`src/rtl/sprite_rom_arbiter_pkg.sv`:
```
// sprite_rom_pkg: shared sizes and types for the sprite ROM arbiter
package sprite_rom_pkg;
  localparam int N_REQ = 4;
  localparam int ADDR_W = 14;
  localparam int DATA_W = 4;
  localparam int ROM_LAT = 1;
  typedef logic [N_REQ-1:0] req_onehot_t;
  typedef logic [ADDR_W-1:0] rom_addr_t;
  typedef logic [DATA_W-1:0] rom_data_t;
endpackage

```
`src/rtl/sprite_rom_arbiter_if.sv`:
```
// sprite_rom_arbiter_if: requester-side request, grant and tagged-response bundle
interface sprite_rom_arbiter_if #(
  parameter int N_REQ = sprite_rom_pkg::N_REQ,
  parameter int ADDR_W = sprite_rom_pkg::ADDR_W,
  parameter int DATA_W = sprite_rom_pkg::DATA_W
);
  logic [N_REQ-1:0] req_valid;
  logic [N_REQ*ADDR_W-1:0] req_addr;
  logic [N_REQ-1:0] req_ready;
  logic [N_REQ-1:0] rsp_valid;
  logic [DATA_W-1:0] rsp_data;
  logic [2:0] inflight;
  modport master(output req_valid, req_addr, input req_ready, rsp_valid, rsp_data, inflight);
  modport slave(input req_valid, req_addr, output req_ready, rsp_valid, rsp_data, inflight);
endinterface

```
`src/rtl/sprite_rom_arbiter_rr_arbiter.sv`:
```
// rr_arbiter: round-robin grant over a request vector; the pointer moves past each enabled grant
module rr_arbiter #(
  parameter int N = 3
) (
  input  logic         vga_clk,
  input  logic         reset_n,
  input  logic         en,
  input  logic [N-1:0] req,
  output logic [N-1:0] gnt
);
  localparam int PW = N > 1 ? $clog2(N) : 1;
  logic [PW-1:0] ptr, ptr_nxt;
  logic [N-1:0] raw;
  // Scan a doubled index range starting at ptr so the lowest k wins, which wraps the search.
  always_comb begin
    raw = '0;
    ptr_nxt = ptr;
    for (int k = 2*N-1; k >= 0; k--)
      if (k >= int'(ptr) && req[k % N]) begin
        raw = N'(1) << (k % N);
        ptr_nxt = PW'((k + 1) % N);
      end
  end
  assign gnt = en ? raw : '0;
  always_ff @(posedge vga_clk or negedge reset_n)
    if (!reset_n) ptr <= '0;
    else if (en && |req) ptr <= ptr_nxt;
endmodule

```
`src/rtl/sprite_rom_arbiter.sv`:
```
// sprite_rom_arbiter: one sprite ROM shared by N_REQ requesters; requester 0 has strict
// priority, 1..N_REQ-1 round-robin; tagged responses return ROM_LAT+1 cycles after accept.
module sprite_rom_arbiter #(
  parameter int N_REQ = sprite_rom_pkg::N_REQ,
  parameter int ADDR_W = sprite_rom_pkg::ADDR_W,
  parameter int DATA_W = sprite_rom_pkg::DATA_W,
  parameter int ROM_LAT = sprite_rom_pkg::ROM_LAT
) (
  input  logic              vga_clk,
  input  logic              reset_n,
  sprite_rom_arbiter_if.slave bus,
  output logic [ADDR_W-1:0] rom_address,
  input  logic [DATA_W-1:0] rom_q
);
  logic [N_REQ-1:0] grant;
  logic [N_REQ-2:0] rr_gnt;
  logic [ADDR_W-1:0] gnt_addr;
  logic [N_REQ-1:0] tag [ROM_LAT+1];
  rr_arbiter #(.N(N_REQ-1)) u_rr (
    .vga_clk(vga_clk),
    .reset_n(reset_n),
    .en(!bus.req_valid[0]),
    .req(bus.req_valid[N_REQ-1:1]),
    .gnt(rr_gnt)
  );
  assign grant = bus.req_valid[0] ? N_REQ'(1) : {rr_gnt, 1'b0};
  assign bus.req_ready = grant;
  assign bus.rsp_valid = tag[ROM_LAT];
  always_comb begin
    gnt_addr = '0;
    for (int i = 0; i < N_REQ; i++)
      if (grant[i]) gnt_addr = bus.req_addr[i*ADDR_W +: ADDR_W];
  end
  // rom_q for the read tagged in stage ROM_LAT-1 is valid at this edge.
  always_ff @(posedge vga_clk or negedge reset_n)
    if (!reset_n) begin
      rom_address <= '0;
      bus.rsp_data <= '0;
      bus.inflight <= '0;
      for (int i = 0; i <= ROM_LAT; i++) tag[i] <= '0;
    end else begin
      if (|grant) rom_address <= gnt_addr;
      tag[0] <= grant;
      for (int i = 1; i <= ROM_LAT; i++) tag[i] <= tag[i-1];
      if (|tag[ROM_LAT-1]) bus.rsp_data <= rom_q;
      bus.inflight <= bus.inflight + 3'(|grant) - 3'(|tag[ROM_LAT]);
    end
endmodule

```
`src/flat_wrapper.sv`:
```
// flat-port wrapper written by rule: the top's interface ports become plain ports
module sprite_rom_arbiter_flat 
#(
  parameter int N_REQ = sprite_rom_pkg::N_REQ,
  parameter int ADDR_W = sprite_rom_pkg::ADDR_W,
  parameter int DATA_W = sprite_rom_pkg::DATA_W,
  parameter int ROM_LAT = sprite_rom_pkg::ROM_LAT
)
  (vga_clk, reset_n, rom_address, rom_q, bus_req_valid, bus_req_addr, bus_req_ready, bus_rsp_valid, bus_rsp_data, bus_inflight);
  sprite_rom_arbiter_if #(.N_REQ(N_REQ), .ADDR_W(ADDR_W), .DATA_W(DATA_W)) bus_i ();
  input  logic vga_clk;
  input  logic reset_n;
  output logic [ADDR_W-1:0] rom_address;
  input  logic [DATA_W-1:0] rom_q;
  input wire logic [$bits(bus_i.req_valid)-1:0] bus_req_valid;
  input wire logic [$bits(bus_i.req_addr)-1:0] bus_req_addr;
  output wire logic [$bits(bus_i.req_ready)-1:0] bus_req_ready;
  output wire logic [$bits(bus_i.rsp_valid)-1:0] bus_rsp_valid;
  output wire logic [$bits(bus_i.rsp_data)-1:0] bus_rsp_data;
  output wire logic [$bits(bus_i.inflight)-1:0] bus_inflight;
  assign bus_i.req_valid = bus_req_valid;
  assign bus_i.req_addr = bus_req_addr;
  assign bus_req_ready = bus_i.req_ready;
  assign bus_rsp_valid = bus_i.rsp_valid;
  assign bus_rsp_data = bus_i.rsp_data;
  assign bus_inflight = bus_i.inflight;
  sprite_rom_arbiter #(.N_REQ(N_REQ), .ADDR_W(ADDR_W), .DATA_W(DATA_W), .ROM_LAT(ROM_LAT)) u_core (.vga_clk(vga_clk), .reset_n(reset_n), .bus(bus_i), .rom_address(rom_address), .rom_q(rom_q));
endmodule
```
`config.mk`:
```
export PLATFORM = sky130hd
export DESIGN_NAME = sprite_rom_arbiter_flat
export DESIGN_NICKNAME = d
export VERILOG_FILES = /design/src/rtl/sprite_rom_arbiter_pkg.sv /design/src/rtl/sprite_rom_arbiter_if.sv /design/src/rtl/sprite_rom_arbiter_rr_arbiter.sv /design/src/rtl/sprite_rom_arbiter.sv /design/src/flat_wrapper.sv
export SDC_FILE = /design/constraint.sdc
export NUM_CORES = 1
export LEC_CHECK = 0
export CAP_MARGIN = 40
export CORE_MARGIN = 4
export CORE_UTILIZATION = 40
export CTS_BUF_LIST = sky130_fd_sc_hd__clkbuf_8
export CTS_CLUSTER_SIZE = 24
export DETAILED_ROUTE_END_ITERATION = 7
export GPL_ROUTABILITY_DRIVEN = 0
export GPL_TIMING_DRIVEN = 0
export PLACE_DENSITY_LB_ADDON = 0.08
export SYNTH_ARGS = -nofsm -noshare
export SYNTH_HDL_FRONTEND = slang
export SYNTH_SLANG_ARGS = --single-unit
```
`constraint.sdc`:
```
create_clock -name vga_clk -period 3.1 [get_ports vga_clk]
set_clock_uncertainty 0.1 [all_clocks]
set_input_delay 0.31 -clock vga_clk [delete_from_list [all_inputs] [get_ports vga_clk]]
set_output_delay 0.31 -clock vga_clk [all_outputs]
set_load 0.02 [all_outputs]
```
Word-level counts from Yosys, hierarchy flattened --
Cells that the tools add are included.
Storage, ports and cells: register bits 31, bits of input ports 66, output and inout port bits 29, logic and storage cells 39
Cells by class: add/subtract/negate cells 2, magnitude comparators 3, multiplexer cells 17, reductions and logical operators 11
Operator list (count):
- 14-bit 2-to-1 mux | 4
- 3-bit 2-to-1 mux | 6
- 2-bit 2-to-1 mux | 6
- 4-bit OR reduction | 3
- 6-bit nonzero test | 1
- 1-bit by 2-bit greater-or-equal comparator with 1-bit output (first input constant) | 2
- 1-bit logical AND | 4
- 4-bit 2-to-1 mux | 1
- 3-bit by 1-bit adder with 3-bit output | 1
- 3-bit OR reduction | 1
- 3-bit by 1-bit subtractor with 3-bit output | 1
- 2-bit greater-or-equal comparator (first input constant) | 1
- 2-bit AND reduction | 1
- 1-bit zero test | 1

Longest topological paths before layout --
Gate-level depths: netlist of the first run.
word-level depth 11, gate-level depth with buffers 9, depth with buffers taken out 8

Modules after synthesis --
Synthesis of the first run repeated with hierarchy kept, for this count alone.
Unflattened totals: cells, all modules 193, area, all modules 1903.1 um^2
By module, submodules not included:
- sprite_rom_arbiter | instances 1, cells an instance 167, area each 1687.9 um^2, seq. area each 725.7 um^2
- rr_arbiter | instances 1, cells an instance 26, area each 215.2 um^2, seq. area each 50.0 um^2

Least setup slack after synthesis of the first run --
Ideal clock, no wire load.
path type flip-flop to flip-flop, start register u_core.tag, in the netlist u_core.bus.rsp_valid[1], end register u_core.bus.inflight[2], setup time 0.128 ns, arrival time 1.982 ns, data required time 2.872 ns, path slack 0.890 ns, stages on the path, launching flop included 9, buffers on the path 0, clock period less this slack 2.210 ns, cells stage by stage dfrtp_1 -> or4_1 -> ha_1 -> inv_1 -> ha_1 -> inv_1 -> fa_1 -> xnor2_1 -> xnor2_1
Between the ends: word-level cells in the longest chain between the ends 2
RTL lines:
- start, declared | RTL line sprite_rom_arbiter.sv:18 | logic [N_REQ-1:0] tag [ROM_LAT+1];
- 4-bit OR reduction | RTL line sprite_rom_arbiter.sv:46 | bus.inflight <= bus.inflight + 3'(|grant) - 3'(|tag[ROM_LAT]);
- 3-bit by 1-bit subtractor with 3-bit output | RTL line sprite_rom_arbiter.sv:46
- end signal, assigned | RTL line sprite_rom_arbiter.sv:46
- end, declared | RTL line sprite_rom_arbiter_if.sv:14 | modport slave(input req_valid, req_addr, output req_ready, rsp_valid, rsp_data, inflight);
Every way passes these cells. A chain may end at the register's enable or synchronous reset.

Worst setup path in the final report of the first run --
start input port bus_req_valid[0], end output port bus_req_ready[3]
Between the ends: word-level cells in the longest chain between the ends 1
RTL lines:
- start, declared | RTL line flat_wrapper.sv:15 | input wire logic [$bits(bus_i.req_valid)-1:0] bus_req_valid;
- 4-bit 2-to-1 mux | RTL line sprite_rom_arbiter.sv:26 | assign grant = bus.req_valid[0] ? N_REQ'(1) : {rr_gnt, 1'b0};
- end, declared | RTL line flat_wrapper.sv:17 | output wire logic [$bits(bus_i.req_ready)-1:0] bus_req_ready;
Every way passes these cells.

==> results of run 1 <==
==> per-stage QoR <==
stage	utilization	setup WS [ns]	total power [mW]	instance area (um^2)	hold WS (ns)
finish	0.6869	0.1842	1.645	2846	0.2752
global route	0.6869	0.01446	1.750	2846	0.2899
CTS	0.6878	0.1232	1.669	2850	0.2794
detailed placement	0.6643	0.1207	1.348	2753	0.2657
global placement	0.6655	0.1467	1.330	2758	0.2575
floorplan	-	0.8899	1.007	1764	-0.08559
==> power breakdown <==
part | internal [mW] | total [mW] | switching, mW
logic | 0.407 | 0.775 | 0.368
clock network | 0.174 | 0.317 | 0.143
registers | 0.502 | 0.553 | 0.0513
total | 1.08 | 1.64 | 0.563
==> synth_stat cells <==
cell	n
o211ai_1	1
inv_1	22
fa_1	1
nand2b_1	3
buf_2	5
mux2i_1	1
nor2b_1	2
xor2_1	1
ha_1	2
clkbuf_1	2
a21oi_1	17
nor2_1	44
o211a_4	1
o22ai_1	1
buf_4	6
mux2_2	4
xnor2_1	2
buf_1	1
a221oi_4	1
nor3_1	1
a211o_4	1
a22o_1	14
nor4_1	1
or4_1	2
o31a_1	14
nor2b_4	1
nand2_1	2
dfrtp_1	31
o21ai_0	3
buf_6	3
==> layout make-up <==
class	count	area, um^2
Buffer	16	111.4
Clock buffer	6	82.58
Clock inverter	1	5.005
Fill cell	358	1297
Inverter	22	82.58
Multi-Input combinational cell	120	790.8
Sequential cell	31	775.7
Tap cell	50	62.56
Timing Repair Buffer	94	935.9
==> worst reg2reg max path, stage by stage, from the launching register on <==
cell and delay (ns):
dfrtp_1 0.38, or4_1 0.54, ha_1 0.29, inv_1 0.06, ha_1 0.13, inv_1 0.05
fa_1 0.37, xnor2_1 0.18, xnor2_1 0.13
==> state kept, by name (all words and copies together) (netlist names) <==
name,cells
u_core.u_rr.ptr,2
u_core.rom_address,14
u_core.bus.rsp_data,4
u_core.tag,4
u_core.bus.rsp_valid,4
u_core.bus.inflight,3
==> cell families (layout without fill, tap and decap cells) <==
family,after synthesis,after routing
mux,5,5
simple gates,56,56
buf+inv,39,139
compound gates,53,53
fa+ha+maj,3,3
xor+xnor,3,3
flops,31,31
==> metal layers <==
layer  track usage  vias to the layer above
li1              -                      834
met1        0.2105                      758
met2        0.3073                       60
met3       0.06351                        6
met4       0.06522                        0
met5             0                        -
==> worst min path at each step <==
stage	end	slack [ns]	from
CTS	u_core.bus.rsp_valid[2]$_DFF_PN0_	0.28	u_core.tag[6]$_DFF_PN0_
global route	u_core.bus.rsp_valid[1]$_DFF_PN0_	0.29	u_core.tag[5]$_DFF_PN0_
detailed placement	u_core.bus.rsp_valid[2]$_DFF_PN0_	0.27	u_core.tag[6]$_DFF_PN0_
floorplan	u_core.bus.inflight[0]$_DFF_PN0_	-0.09	reset_n
finish	u_core.bus.rsp_valid[2]$_DFF_PN0_	0.28	u_core.tag[6]$_DFF_PN0_
global placement	u_core.bus.rsp_valid[2]$_DFF_PN0_	0.26	u_core.tag[6]$_DFF_PN0_
==> what timing repair did <==
action,CTS,global route
endpoints found under the setup margin,0,1
hold buffers,1,0
endpoints found under the hold margin,31,0
==> results.py, run 1 <==
metrics = {
    "outcome": {
        "status": "finished, final reports clean",
    },
    "timing": {
        "tightest_slew_ns": 0.7372,
        "rsz0062_at_grt": "false",
        "drv_slew": 0,
        "hold_viol": 0,
        "fin_setup_tns_ns": 0,
        "period_needed_ns": 2.916,
        "period_share": 0.9406,
        "fmax_mhz": 343.0,
        "maxSlewHeadroom": 0.5040,
        "setup_viol": 0,
    },
    "logic_synthesis": {
        "syn_avg_cell_area_um2": 9.285,
        "synth_compound_area_frac": 0.2383,
        "synth_top_family_by_area": "compound AO/OA/AOI/OAI gates",
        "synth_top_area_frac": 0.4397,
        "syn_inst": 190,
        "synth_fa_ha_area_frac": 0.02553,
        "ys_seq_area_frac": 0.4397,
        "synth_fp_nets": 259,
        "netlist-cell-type-count": 30,
        "synthXorXnorAreaFrac": 0.01489,
        "netlist_area_mm2": 0.001764,
        "synth_largest_area_cell": "dfrtp_1",
        "synthMuxAreaShare": 0.03121,
        "yosys.area_share.simple": 0.1383,
        "yosys_warnings": 0,
        "ys_ff_latch": 31,
        "netlist_top_cells_area": "dfrtp_1 (44%), nor2_1 (9.4%), a22o_1 (7.0%)",
    },
    "worst_setup_path": {
        "r2r.worst_path.cells": 8,
        "r2r_end": "u_core.bus.inflight[2]$_DFF_PN0_",
        "critPathTopFamily": "buffers and inverters",
        "reg2reg_slack_ns": 0.80,
        "cp.depth": 6,
        "max_stage_delay_ns": 0.58,
        "cp_max_fo": 10,
        "worstPathRequired_ns": 2.69,
        "critical_path_arrival_ns": 2.51,
        "r2r-start": "u_core.bus.rsp_valid[1]$_DFF_PN0_",
        "crit_chain": "clkdlybuf4s50_1, buf_2, nand2b_1, clkbuf_1, nor2b_1, clkdlybuf4s50_1",
        "critPathCapture": "bus_req_ready[3]",
        "worstSetupPathType": "in2out",
        "cp-start-kind": "primary input",
        "crit_start": "bus_req_valid[0]",
        "crit_buf_inv": 4,
        "cpMaxStageDelayCell": "clkdlybuf4s50_1",
        "critPathCaptureType": "output pin",
        "cp_common_cell": "clkdlybuf4s50_1",
    },
    "route": {
        "drt_wl_total_mm": 4.845,
        "maxUsedRoutingLayer": "met4",
        "firstDrtPassIters": 6,
        "drt-met1-wl_mm": 1.928,
        "route.met3.wl_um": 422,
        "drtIter0Drc": 75,
        "vias": 1658,
        "wl_per_cell_um": 14.25,
        "antenna_left": 0,
        "via_per_inst": 4.876,
        "wl_met2_mm": 2.423,
        "drc": 0,
    },
    "power": {
        "peakVddDrop_v": 0.0002661,
        "power_density_mw_per_mm2": 577.8,
        "leakagePower_nw": 1.278,
    },
    "final_layout": {
        "final_common_cell": "clkdlybuf4s50_1",
        "layout-drive-gt1-share": 0.1034,
        "layout_common_cells": "clkdlybuf4s50_1 (92), nor2_1 (44), dfrtp_1 (31), inv_1 (22), a21oi_1 (17)",
        "nets": 359,
        "fin_cells": 340,
        "n_antenna_cell": 0,
        "area_growth_pct": 61.35,
    },
    "cts": {
        "cts_setup_buffers": 0,
        "htree_levels": 2,
        "cts_max_path_buffers": 2,
        "tritoncts": "yes",
        "clk_pin_slew_ns": 0.06,
        "cts_made_buffers": 5,
        "cts_resized": 0,
        "clkLatencyLatePin_ns": 0.28,
        "root_buffer": "clkbuf_8",
        "cts_sinks": 31,
    },
    "grt": {
        "grt_max_degree": 32,
        "grt_pass1_vias": 1640,
        "gr-total-overflow": 0,
        "track_usage": 0.1808,
        "grt_pass1_wl_mm": 7.479,
        "antenna_found_initial": 0,
    },
    "floorplanning": {
        "die_h_um": 74.41,
        "placementRows": 23,
        "die_area_mm2": 0.005537,
        "core_region_area_mm2": 0.004144,
        "fp.dieW_um": 74.41,
        "num_io_pins": 95,
        "initial_utilization": 0.4257,
    },
    "placement": {
        "portBuffers": 93,
        "dpl.hpwl_mm": 3.776,
        "dp.cells": 333,
    },
    "hold_path": {
        "hp-class": "reg2reg",
        "hold_depth": 0,
    },
    "job": {
        "cap_violations": 0,
    },
}
(Power assumes the default switching activity.)
==> inputs of run 2 (changes only) <==
CAP_MARGIN = 30   (was 40)
TNS_END_PERCENT = 10   (was not set)
==> results of run 2 <==
No change in the layout: final DEF, timing and power equal those of run 1.
